==> src/rtl/rv32_trap_pkg.sv <==
// rv32_trap_pkg: shared constants for the M-mode trap sequencer.
//   CSR addresses, trap cause codes, mstatus bit positions and the
//   sequencer state encoding.
package rv32_trap_pkg;

    localparam logic [11:0] CSR_MSTATUS = 12'h300;
    localparam logic [11:0] CSR_MTVEC   = 12'h305;
    localparam logic [11:0] CSR_MEPC    = 12'h341;
    localparam logic [11:0] CSR_MCAUSE  = 12'h342;

    localparam logic [31:0] CAUSE_ECALL_M    = 32'd11;
    localparam logic [31:0] CAUSE_BREAKPOINT = 32'd3;
    localparam logic [31:0] CAUSE_M_EXT_IRQ  = 32'h8000_000B;

    localparam int MSTATUS_MIE  = 3;
    localparam int MSTATUS_MPIE = 7;

    typedef enum logic [1:0] {
        ST_IDLE   = 2'd0,
        ST_DRAIN  = 2'd1,
        ST_COMMIT = 2'd2
    } trap_state_e;

endpackage

==> src/rtl/trap_csr_regs.sv <==
// trap_csr_regs: storage for mstatus (MIE/MPIE), mtvec, mepc, mcause.
//   clk_i, rst_i         : clock, synchronous active-high reset
//   csr_we_i/addr/wdata  : software write port (from WB)
//   csr_rdata_o          : combinational read of csr_addr_i
//   hw_trap_i / hw_mret_i: one-cycle commit strobes from the sequencer
//   hw_epc_i, hw_cause_i : values committed on hw_trap_i
//   mtvec_o, mepc_o, mie_o: current values used for redirect / irq gating
module trap_csr_regs
    import rv32_trap_pkg::*;
#(
    parameter int              XLEN        = 32,
    parameter logic [XLEN-1:0] RESET_MTVEC = '0
) (
    input  logic            clk_i,
    input  logic            rst_i,
    input  logic            csr_we_i,
    input  logic [11:0]     csr_addr_i,
    input  logic [XLEN-1:0] csr_wdata_i,
    output logic [XLEN-1:0] csr_rdata_o,
    input  logic            hw_trap_i,
    input  logic            hw_mret_i,
    input  logic [XLEN-1:0] hw_epc_i,
    input  logic [XLEN-1:0] hw_cause_i,
    output logic [XLEN-1:0] mtvec_o,
    output logic [XLEN-1:0] mepc_o,
    output logic            mie_o
);

    localparam logic [XLEN-1:0] ALIGN_MASK = ~XLEN'(3);

    logic            mie_q, mpie_q;
    logic [XLEN-1:0] mtvec_q, mepc_q, mcause_q;

    // Hardware commit owns mstatus (trap or mret) and mepc/mcause (trap);
    // a software write to any of those in the commit cycle is dropped.
    always_ff @(posedge clk_i) begin
        if (rst_i) begin
            mie_q    <= 1'b0;
            mpie_q   <= 1'b0;
            mtvec_q  <= RESET_MTVEC & ALIGN_MASK;
            mepc_q   <= '0;
            mcause_q <= '0;
        end else begin
            if (csr_we_i) begin
                unique case (csr_addr_i)
                    CSR_MSTATUS: if (!hw_trap_i && !hw_mret_i) begin
                        mie_q  <= csr_wdata_i[MSTATUS_MIE];
                        mpie_q <= csr_wdata_i[MSTATUS_MPIE];
                    end
                    CSR_MTVEC:  mtvec_q <= csr_wdata_i & ALIGN_MASK;
                    CSR_MEPC:   if (!hw_trap_i) mepc_q <= csr_wdata_i & ALIGN_MASK;
                    CSR_MCAUSE: if (!hw_trap_i) mcause_q <= csr_wdata_i;
                    default: ;
                endcase
            end
            if (hw_trap_i) begin
                mepc_q   <= hw_epc_i & ALIGN_MASK;
                mcause_q <= hw_cause_i;
                mpie_q   <= mie_q;
                mie_q    <= 1'b0;
            end else if (hw_mret_i) begin
                mie_q  <= mpie_q;
                mpie_q <= 1'b1;
            end
        end
    end

    always_comb begin
        csr_rdata_o = '0;
        unique case (csr_addr_i)
            CSR_MSTATUS: begin
                csr_rdata_o[MSTATUS_MIE]  = mie_q;
                csr_rdata_o[MSTATUS_MPIE] = mpie_q;
                csr_rdata_o[12:11]        = 2'b11;  // MPP hardwired to M
            end
            CSR_MTVEC:  csr_rdata_o = mtvec_q;
            CSR_MEPC:   csr_rdata_o = mepc_q;
            CSR_MCAUSE: csr_rdata_o = mcause_q;
            default:    csr_rdata_o = '0;
        endcase
    end

    assign mtvec_o = mtvec_q;
    assign mepc_o  = mepc_q;
    assign mie_o   = mie_q;

endmodule

==> src/rtl/trap_sequencer.sv <==
// trap_sequencer: M-mode trap entry / mret sequencer for the RV32I pipe.
//   clk, rst                 : clock, synchronous active-high reset
//   id_valid, id_pc          : live ID instruction and its PC
//   ecall, ebreak, mret      : decode strobes (mutually exclusive)
//   ext_irq                  : level external interrupt, gated by MIE
//   pipe_busy                : older instructions still in EX/MEM/WB
//   csr_we/addr/wdata/rdata  : software CSR port
//   stall, flush             : front-end hold / pipe kill
//   redirect_valid/pc        : fetch redirect, only in the commit cycle
//   mie_o                    : current mstatus.MIE
module trap_sequencer
    import rv32_trap_pkg::*;
#(
    parameter int              XLEN        = 32,
    parameter logic [XLEN-1:0] RESET_MTVEC = '0
) (
    input  logic            clk,
    input  logic            rst,
    input  logic            id_valid,
    input  logic [XLEN-1:0] id_pc,
    input  logic            ecall,
    input  logic            ebreak,
    input  logic            mret,
    input  logic            ext_irq,
    input  logic            pipe_busy,
    input  logic            csr_we,
    input  logic [11:0]     csr_addr,
    input  logic [XLEN-1:0] csr_wdata,
    output logic [XLEN-1:0] csr_rdata,
    output logic            stall,
    output logic            flush,
    output logic            redirect_valid,
    output logic [XLEN-1:0] redirect_pc,
    output logic            mie_o
);

    trap_state_e     state_q;
    logic            is_trap_q;
    logic [XLEN-1:0] cause_q, pc_q;

    logic            mie, evt, evt_trap, commit;
    logic [XLEN-1:0] cause_d, mtvec, mepc;

    // Event priority: enabled interrupt > ecall > ebreak > mret.
    always_comb begin
        evt_trap = 1'b1;
        cause_d  = '0;
        if (ext_irq && mie)  cause_d = XLEN'(CAUSE_M_EXT_IRQ);
        else if (ecall)      cause_d = XLEN'(CAUSE_ECALL_M);
        else if (ebreak)     cause_d = XLEN'(CAUSE_BREAKPOINT);
        else                 evt_trap = 1'b0;
    end

    assign evt = (state_q == ST_IDLE) && id_valid && (evt_trap || mret);

    // IDLE skips DRAIN when nothing is in flight, giving the one-cycle
    // best-case redirect; each busy cycle adds one cycle of DRAIN.
    always_ff @(posedge clk) begin
        if (rst) begin
            state_q   <= ST_IDLE;
            is_trap_q <= 1'b0;
            cause_q   <= '0;
            pc_q      <= '0;
        end else begin
            unique case (state_q)
                ST_IDLE: if (evt) begin
                    is_trap_q <= evt_trap;
                    cause_q   <= cause_d;
                    pc_q      <= id_pc;
                    state_q   <= pipe_busy ? ST_DRAIN : ST_COMMIT;
                end
                ST_DRAIN:  if (!pipe_busy) state_q <= ST_COMMIT;
                ST_COMMIT: state_q <= ST_IDLE;
                default:   state_q <= ST_IDLE;
            endcase
        end
    end

    assign commit         = (state_q == ST_COMMIT);
    assign stall          = evt || (state_q != ST_IDLE);
    assign flush          = commit;
    assign redirect_valid = commit;
    assign redirect_pc    = commit ? (is_trap_q ? mtvec : mepc) : '0;
    assign mie_o          = mie;

    trap_csr_regs #(
        .XLEN        (XLEN),
        .RESET_MTVEC (RESET_MTVEC)
    ) u_csr (
        .clk_i       (clk),
        .rst_i       (rst),
        .csr_we_i    (csr_we),
        .csr_addr_i  (csr_addr),
        .csr_wdata_i (csr_wdata),
        .csr_rdata_o (csr_rdata),
        .hw_trap_i   (commit && is_trap_q),
        .hw_mret_i   (commit && !is_trap_q),
        .hw_epc_i    (pc_q),
        .hw_cause_i  (cause_q),
        .mtvec_o     (mtvec),
        .mepc_o      (mepc),
        .mie_o       (mie)
    );

endmodule

==> config.mk <==
export PLATFORM = sky130hd
export DESIGN_NAME = trap_sequencer
export DESIGN_NICKNAME = d
export VERILOG_FILES = /design/src/rtl/rv32_trap_pkg.sv /design/src/rtl/trap_csr_regs.sv /design/src/rtl/trap_sequencer.sv
export SDC_FILE = /design/constraint.sdc
export NUM_CORES = 1
export LEC_CHECK = 0
export CAP_MARGIN = 5
export CELL_PAD_IN_SITES_DETAIL_PLACEMENT = 1
export CELL_PAD_IN_SITES_GLOBAL_PLACEMENT = 1
export CORE_UTILIZATION = 35
export DETAILED_ROUTE_END_ITERATION = 16
export DONT_BUFFER_PORTS = 1
export GPL_ROUTABILITY_DRIVEN = 0
export PLACE_DENSITY_LB_ADDON = 0.1
export SETUP_SLACK_MARGIN = 0.05
export SYNTH_ARGS = -nofsm -noshare
export SYNTH_HDL_FRONTEND = slang
export SYNTH_SLANG_ARGS = --single-unit
==> constraint.sdc <==
create_clock -name clk -period 3.2 [get_ports clk]
set_clock_uncertainty 0.1 [all_clocks]
set_input_delay 0.48 -clock clk [delete_from_list [all_inputs] [get_ports clk]]
set_output_delay 0.48 -clock clk [all_outputs]
set_load 0.01 [all_outputs]
# Word-level counts from Yosys, hierarchy flattened
# Cells that the tools add are included.
[op_classes]
n_eq_ne = 8
muxes = 34
n_reduce_logical = 30
[op_table]
columns = ["op", "n"]
rows = [
  ["2-to-1 mux 32 bit", 9],
  ["one-hot mux 19 bit (3 select lines)", 1],
  ["== test 12 x 10 -> 1 bit, second input constant", 4],
  ["one-hot mux 3 bit (3 select lines)", 3],
  ["nonzero test 2 bit", 7],
  ["2-to-1 mux 1 bit", 12],
  ["AND reduction 2 bit", 5],
  ["nonzero test 3 bit", 3],
  ["2-to-1 mux 2 bit", 4],
  ["one-hot mux 1 bit (4 select lines)", 2],
  ["one-hot mux 2 bit (4 select lines)", 1],
  ["logical AND 1 bit", 6],
  ["AND reduction 3 bit", 2],
  ["2-to-1 mux 4 bit", 1],
  ["!= test 2 bit, second input constant", 2],
  ["one-hot mux 2 bit (2 select lines)", 1],
  ["zero test 1 bit", 3],
  ["== test 2 x 1 -> 1 bit, second input constant", 1],
  ["== test 2 bit, second input constant", 1],
  ["zero test 2 bit", 1],
  ["logical OR 1 bit", 2],
  ["OR reduction 2 bit", 1],
]
[word_totals]
out_inout_bits = 68
word_cells = 81
ff_bits = 161

# Logic depth before layout (Yosys ltp)
# Gate-level depths: netlist of run 1.
[logic_depth]
word_depth = 9
ltp_mapped = 7
depth_no_buf = 5

# By module
# A second synthesis of run 1 with hierarchy kept.
[hier_totals]
hier_cells = 778
hier_area_um2 = 6480.0
[by_module_without_submodules]
columns = ["mod", "instances", "cells_each", "area_per_inst_um2"]
rows = [
  ["trap_csr_regs", 1, 535, 4439.3],
  ["trap_sequencer", 1, 243, 2040.7],
]

# Least setup slack after synthesis of run 1
# Ideal clock, no wire load.
[synth_path]
kind = "input -> output"
from = "input port csr_addr[7]"
to = "output port csr_rdata[24]"
slack_ns = 0.699
t_arrival_ns = 1.921
path_stages = 5
required_time_ns = 2.620
path_cell_list = "or3_1 > nor4_4 > clkbuf_1 > a222oi_1 > inv_1"
[synth_via]
elab_chain_cells = 2
elab_cells_between_ends = 4
cone_classes = "eq/ne: 3; mux: 1"
[synth_lines]
columns = ["item", "line_no", "text"]
rows = [
  ["start, declared", "trap_sequencer.sv:27", "input logic [11:0] csr_addr,"],
  ["== test 12 x 10 -> 1 bit", "trap_csr_regs.sv:70", "unique case (csr_addr_i)"],
  ["one-hot mux 19 bit (3 select lines) *", "trap_csr_regs.sv:70", ""],
  ["end, declared", "trap_sequencer.sv:29", "output logic [XLEN-1:0] csr_rdata,"],
]
# Every way passes the cells marked *; elsewhere a longest branch is shown, timed or not.

# Worst setup path after layout of run 1
[layout_path]
from = "input port csr_addr[3]"
to = "output port csr_rdata[24]"
# Same word-level chain as after synthesis.

==> results of run 1 <==
==> worst paths after layout <==
| check | start | endpoint | slack, ns |
|---|---|---|---|
| hold reg to reg | pc_q[27] | pc_q[27] | 0.35 |
| hold / removal | rst | pc_q[8] | 0.02 |
| setup / recovery | csr_addr[3] | csr_rdata[24] | 0.55 |
| setup reg to reg | state_q[0] | u_csr.mepc_o[18] | 0.84 |
==> cells in the final DEF (no fill, tap or decap), drive strengths merged, types with 2 or more instances in the layout <==
cell type	count
or2	2
o21ai	4
nor3	62
a21oi	93
nand2b	4
mux2i	32
a221o	3
clkbuf	21
nor2	71
dfxtp	129
nor3b	2
and2	4
buf	22
inv	29
or4	4
clkinv	6
a31oi	2
bufinv	5
conb	2
nand3	3
a2111oi	4
a211oi	2
nand2	181
or3	4
a22oi	4
nor4	36
a222oi	26
==> routing by layer <==
layer / vias up / wire length (um) / global-route usage, %
li1: 2660 / - / -
met1: 2780 / 10000 / 33.7
met2: 189 / 9640 / 36.8
met3: 22 / 1510 / 6.32
met4: 0 / 243 / 7.58
met5: - / 0 / 0
==> critical path: stages <==
cell and delay [ns]:
or3b_1 0.56, nor4_4 0.30, buf_4 0.38, a222oi_1 0.21
inv_1 0.13
==> stage by stage <==
stage          area, um^2  utilization [%]  hold slack, ns  total power [uW]
2_1_floorplan        6060                -           0.331              1860
3_3_place_gp         6230             37.2           0.337              1890
3_5_place_dp         6230             37.2           0.343              1900
4_1_cts              6870             41.0         0.00345              4030
5_1_grt              6870             41.0          0.0107              4140
6_report             6870             41.0          0.0192              3990
==> flip-flops by register name, summed over array words and instances, names as in the netlist <==
register	flops
u_csr.mepc_o	30
u_csr.mcause_q	32
state_q	2
pc_q	30
u_csr.mie_o	1
u_csr.mtvec_o	30
cause_q	3
u_csr.mpie_q	1
==> layout make-up <==
cell class | count | area [um^2]
clock inverters | 11 | 184
well taps | 220 | 275
fillers | 2035 | 9890
clock buffers | 21 | 460
repair buffers | 22 | 178
inverters | 29 | 109
multi-input cells | 553 | 3080
flip-flops and latches | 129 | 2580
==> power by group <==
group          internal [uW]  switching (uW)  total [uW]  leakage, uW
sequential              1650            32.3        1680      0.00105
combinational           66.2             120         187      0.00114
clock                   1420             711        2130     0.000321
total                   3130             864        3990      0.00251
==> cells by family (layout without fill, tap and decap cells) <==
kind of cell	Yosys count	count (layout)	synth area share, %
AND/OR/NAND/NOR	376	376	30.0
AO/OA/AOI/OAI	143	143	15.0
flip-flops	129	129	42.6
buffers and inverters	99	83	7.00
multiplexers	32	32	5.29
other	1	2	0.0619
==> flow_summary.ini, run 1 <==
[run_status]
run_status = finished, final reports clean

[routing]
routed_via_density = 5.74
antenna_left = 0
vias = 5651
wire_per_inst_um = 21.7
drc = 0
drt_iter0_drc = 478
drt_wl_total_um = 21400
firstDrtPassIters = 5

[finish]
area_growth_syn_to_layout_pct = 13.5
drive_gt1_share_pct = 11.2
num_antenna_cells = 0
nNetsFinal = 837
instances_no_fill = 985

[cts]
cts_tree = built
cts_buffers = 17
cts.clk_slew.worst_paths_ns = 0.06
clock-sinks = 129
cts_hold_buf = 0
cts-resized-gates = 0
cts_setup_buffers = 0
root_buffer = clkbuf_16
cts.htree.levels = 4
clockBufferDepth = 2
clk_latency_ns = 0.42

[timing]
setup_ws_ns = 0.554
final-setup-viol-count = 0
drv_slew = 0
final-hold-violation-count = 0
setup_tns_ns = 0
relSlewSlack_pct = 54.8
fmax_mhz = 378
worst_pin_slew_ns = 0.677
rsz0062_at_grt = false
period_share_pct = 82.7
fin_crit_ns = 2.65

[setup_path]
critical_path_arrival_ns = 2.07
path_class = in -> out
crit_path_start_kind = input port
crit_required_ns = 2.62
worst-r2r-cell-count = 6
timing.critical_path.to_type = output port
cp_max_fo = 24

[yosys]
synth_top_flop_cell = dfxtp_1
synth.area.top_cells = dfxtp_1 43%, nand2_1 11%, a21oi_1 7.7%, mux2i_1 5.3%, nor2_1 4.4%
syn_avg_cell_area_um2 = 7.76
yosysMostFrequentCell = nand2_1
synth.distinct_cells = 40
synth_warnings = 0
ys_async_sr_fraction_pct = 0
ys_ff_latch = 129
syn-cell-area_um2 = 6060
seq_area_frac_synth_pct = 42.6
synth_area_leader_cell = dfxtp_1
synth_common_cells = 181 x nand2_1, 129 x dfxtp_1, 93 x a21oi_1
post-synth-top-area-fraction_pct = 42.6
synth_edf_count = 0
postSynthCellCount = 780

[pwr]
pwr_density_cell_nw_per_um2 = 581
p_leak_uw = 0.00251
irDropWorstVdd_uv = 420

[grt]
antenna_found_initial = 0
grt_overflow_total = 0
grt_pass1_vias = 5565
grt_max_degree = 104
grtUsageTotal_pct = 24.3
grt_pass1_wl_um = 32700

[placed_design]
post-place-ws_ns = 0.567
port_buffers = 0
placed_cells = 953
dp_hpwl_um = 13900

[die]
die-area_um2 = 17800
coreArea_um2 = 16800
io_pins = 153
die-width_um = 134
initial_core_util_pct = 36.1
rows = 47
die_h_um = 134

[hold_path]
hold_path_depth = 1
min_path_type = in -> reg

[job]
drv_cap = 0
Note: power is estimated with default switching activity, not from simulation.
==> run 2: changes to the inputs <==
==> constraint.sdc (replaced) <==
create_clock -name clk -period 2.2 [get_ports clk]
set_clock_uncertainty 0.1 [all_clocks]
set_input_delay 0.33 -clock clk [delete_from_list [all_inputs] [get_ports clk]]
set_output_delay 0.33 -clock clk [all_outputs]
set_load 0.01 [all_outputs]
==> flow_summary.ini, run 2 (synthesis gave the netlist of run 1 again) <==
[run_status]
run_status = finished, final reports clean

[cts]
cts_buffers = 17
clk_latency_ns = 0.42
root_buffer = clkbuf_16
cts.clk_slew.worst_paths_ns = 0.05
cts.htree.levels = 4
clock-sinks = 129
cts_tree = built
clockBufferDepth = 2

[finish]
fill_cells = 2026
final_common_cell = nand2_1
largest_register = u_csr.mcause_q
area_growth_syn_to_layout_pct = 28.7
largest_reg_flops = 32
num_antenna_cells = 0
layout_common_cells = 181 x nand2_1, 128 x dfxtp_1, 93 x a21oi_1
nNetsFinal = 923
drive_gt1_share_pct = 13.4
instances_no_fill = 1071

[die]
coreArea_um2 = 16800
die_h_um = 134
io_pins = 153
die-area_um2 = 17800
die-width_um = 134
rows = 47
initial_core_util_pct = 36.1

[pwr]
p_sw_uw = 1390
report.power.total_uw = 5590
power_frac_comb_pct = 8.0
clkPwrFrac_pct = 48.5
p_int_uw = 4200
pwr_density_cell_nw_per_um2 = 717
irDropWorstVdd_uv = 645
power_switching_share_pct = 24.8
seqPwrFrac_pct = 43.5
p_leak_uw = 0.00293

[placed_design]
placed_cells = 970
dp_hpwl_um = 14300
port_buffers = 0

[timing]
period_share_pct = 97.5
relSlewSlack_pct = 65.2
hold_ws_ns = 0.0598
worst_pin_slew_ns = 0.516
fin_crit_ns = 2.14
drv_slew = 0
rsz0062_at_grt = true
final-hold-violation-count = 0
fmax_mhz = 466
final-setup-viol-count = 0

[routing]
routed_via_density = 5.62
firstDrtPassIters = 8
antenna_left = 0
drc = 0
wire_per_inst_um = 20.9
drt_wl_total_um = 22400
drt_iter0_drc = 458
vias = 6024

[setup_path]
worstPathCellList = or3b_4 -> nor4_4 -> buf_4 -> buf_4 -> a222oi_1 -> inv_1
path_class = in -> out
timing.critical_path.to_type = output port
critical_path_arrival_ns = 1.71
crit_required_ns = 1.77
critPathMostFrequentCell = buf_4
slowest_stage = or3b_4
cpPeakStageDelay_ns = 0.44
crit_path_start_kind = input port
cp_max_fo = 10

[hold_path]
min_path_type = in -> reg

[grt]
antenna_found_initial = 0
grt_overflow_total = 0
grtUsageTotal_pct = 25.3
grt_max_degree = 92
grt_pass1_wl_um = 34500
grt_pass1_vias = 6101

[job]
drv_cap = 0
-- run 2: cell count changes in the layout (fill, tap and decap cells not counted), moves of 2 or more --
cell | before | now
buf_12 | 1 | 11
buf_4 | 21 | 26
buf_6 | 0 | 5
bufinv_16 | 5 | 1
clkbuf_1 | 2 | 0
clkinv_4 | 1 | 3
clkinvlp_4 | 0 | 5
dlygate4sd3_1 | 0 | 63
-- run 2: layer usage --
metal / routed length (um) / global-route usage [%]
met3: 1440 / 5.52
met2: 10200 / 39.2
met5: 0 / 0
met4: 377 / 8.59
met1: 10300 / 34.6
-- run 2: critical path, delay by kind of cell --
kind	cells	cell delay, ns
AOI/OAI and AO/OA	1	0.13
and+or+nand+nor	2	0.75
buffers and inverters	3	0.50
-- run 2: power groups by stage --
stage	clock [uW]	sequential [uW]	combinational (uW)
floorplan	0	2470	238
global placement	0	2480	278
detailed placement	0	2480	287
CTS	2760	2430	428
global route	2860	2440	486
finish	2710	2430	448
-- run 2: what timing repair did --
item                                    in CTS  in global routing
cloned                                       0                  3
gates resized for setup                      4                  9
endpoints found under the setup margin      31                 39
hold endpoints to repair                   128                  0
setup buffers                                0                  2
pin swaps                                    1                  2
hold buffers                                64                  0
-- run 2: area by class of cell --
cell class	count	area (um^2)	area share, %
clock inverters	13	114	1.46
inverters	29	109	1.40
flip-flops and latches	129	2580	33.1
well taps	220	275	3.53
repair buffers	108	1160	14.9
multi-input cells	553	3100	39.8
clock buffers	19	453	5.81
-- run 2: through the flow --
step	setup WS [ns]	cell area, um^2	setup TNS (ns)	util, %
3_5_place_dp	-0.0890	6480	-1.27	38.6
6_report	0.0559	7790	0	46.5
3_3_place_gp	-0.0268	6480	-0.226	38.6
2_1_floorplan	0.0662	6070	0	-
5_1_grt	0.0123	7790	0	46.5
4_1_cts	0.0483	7720	0	46.1
-- run 2: path summary, 6_finish.rpt --
check	end	depth (start not counted)	slack (ns)	startpoint
max	csr_rdata[22]	6	0.06	csr_addr[3]
min	u_csr.mie_o	2	0.06	rst
max reg2reg	pc_q[10]	7	0.16	state_q[1]
min reg2reg	u_csr.mcause_q[12]	2	0.35	u_csr.mcause_q[12]
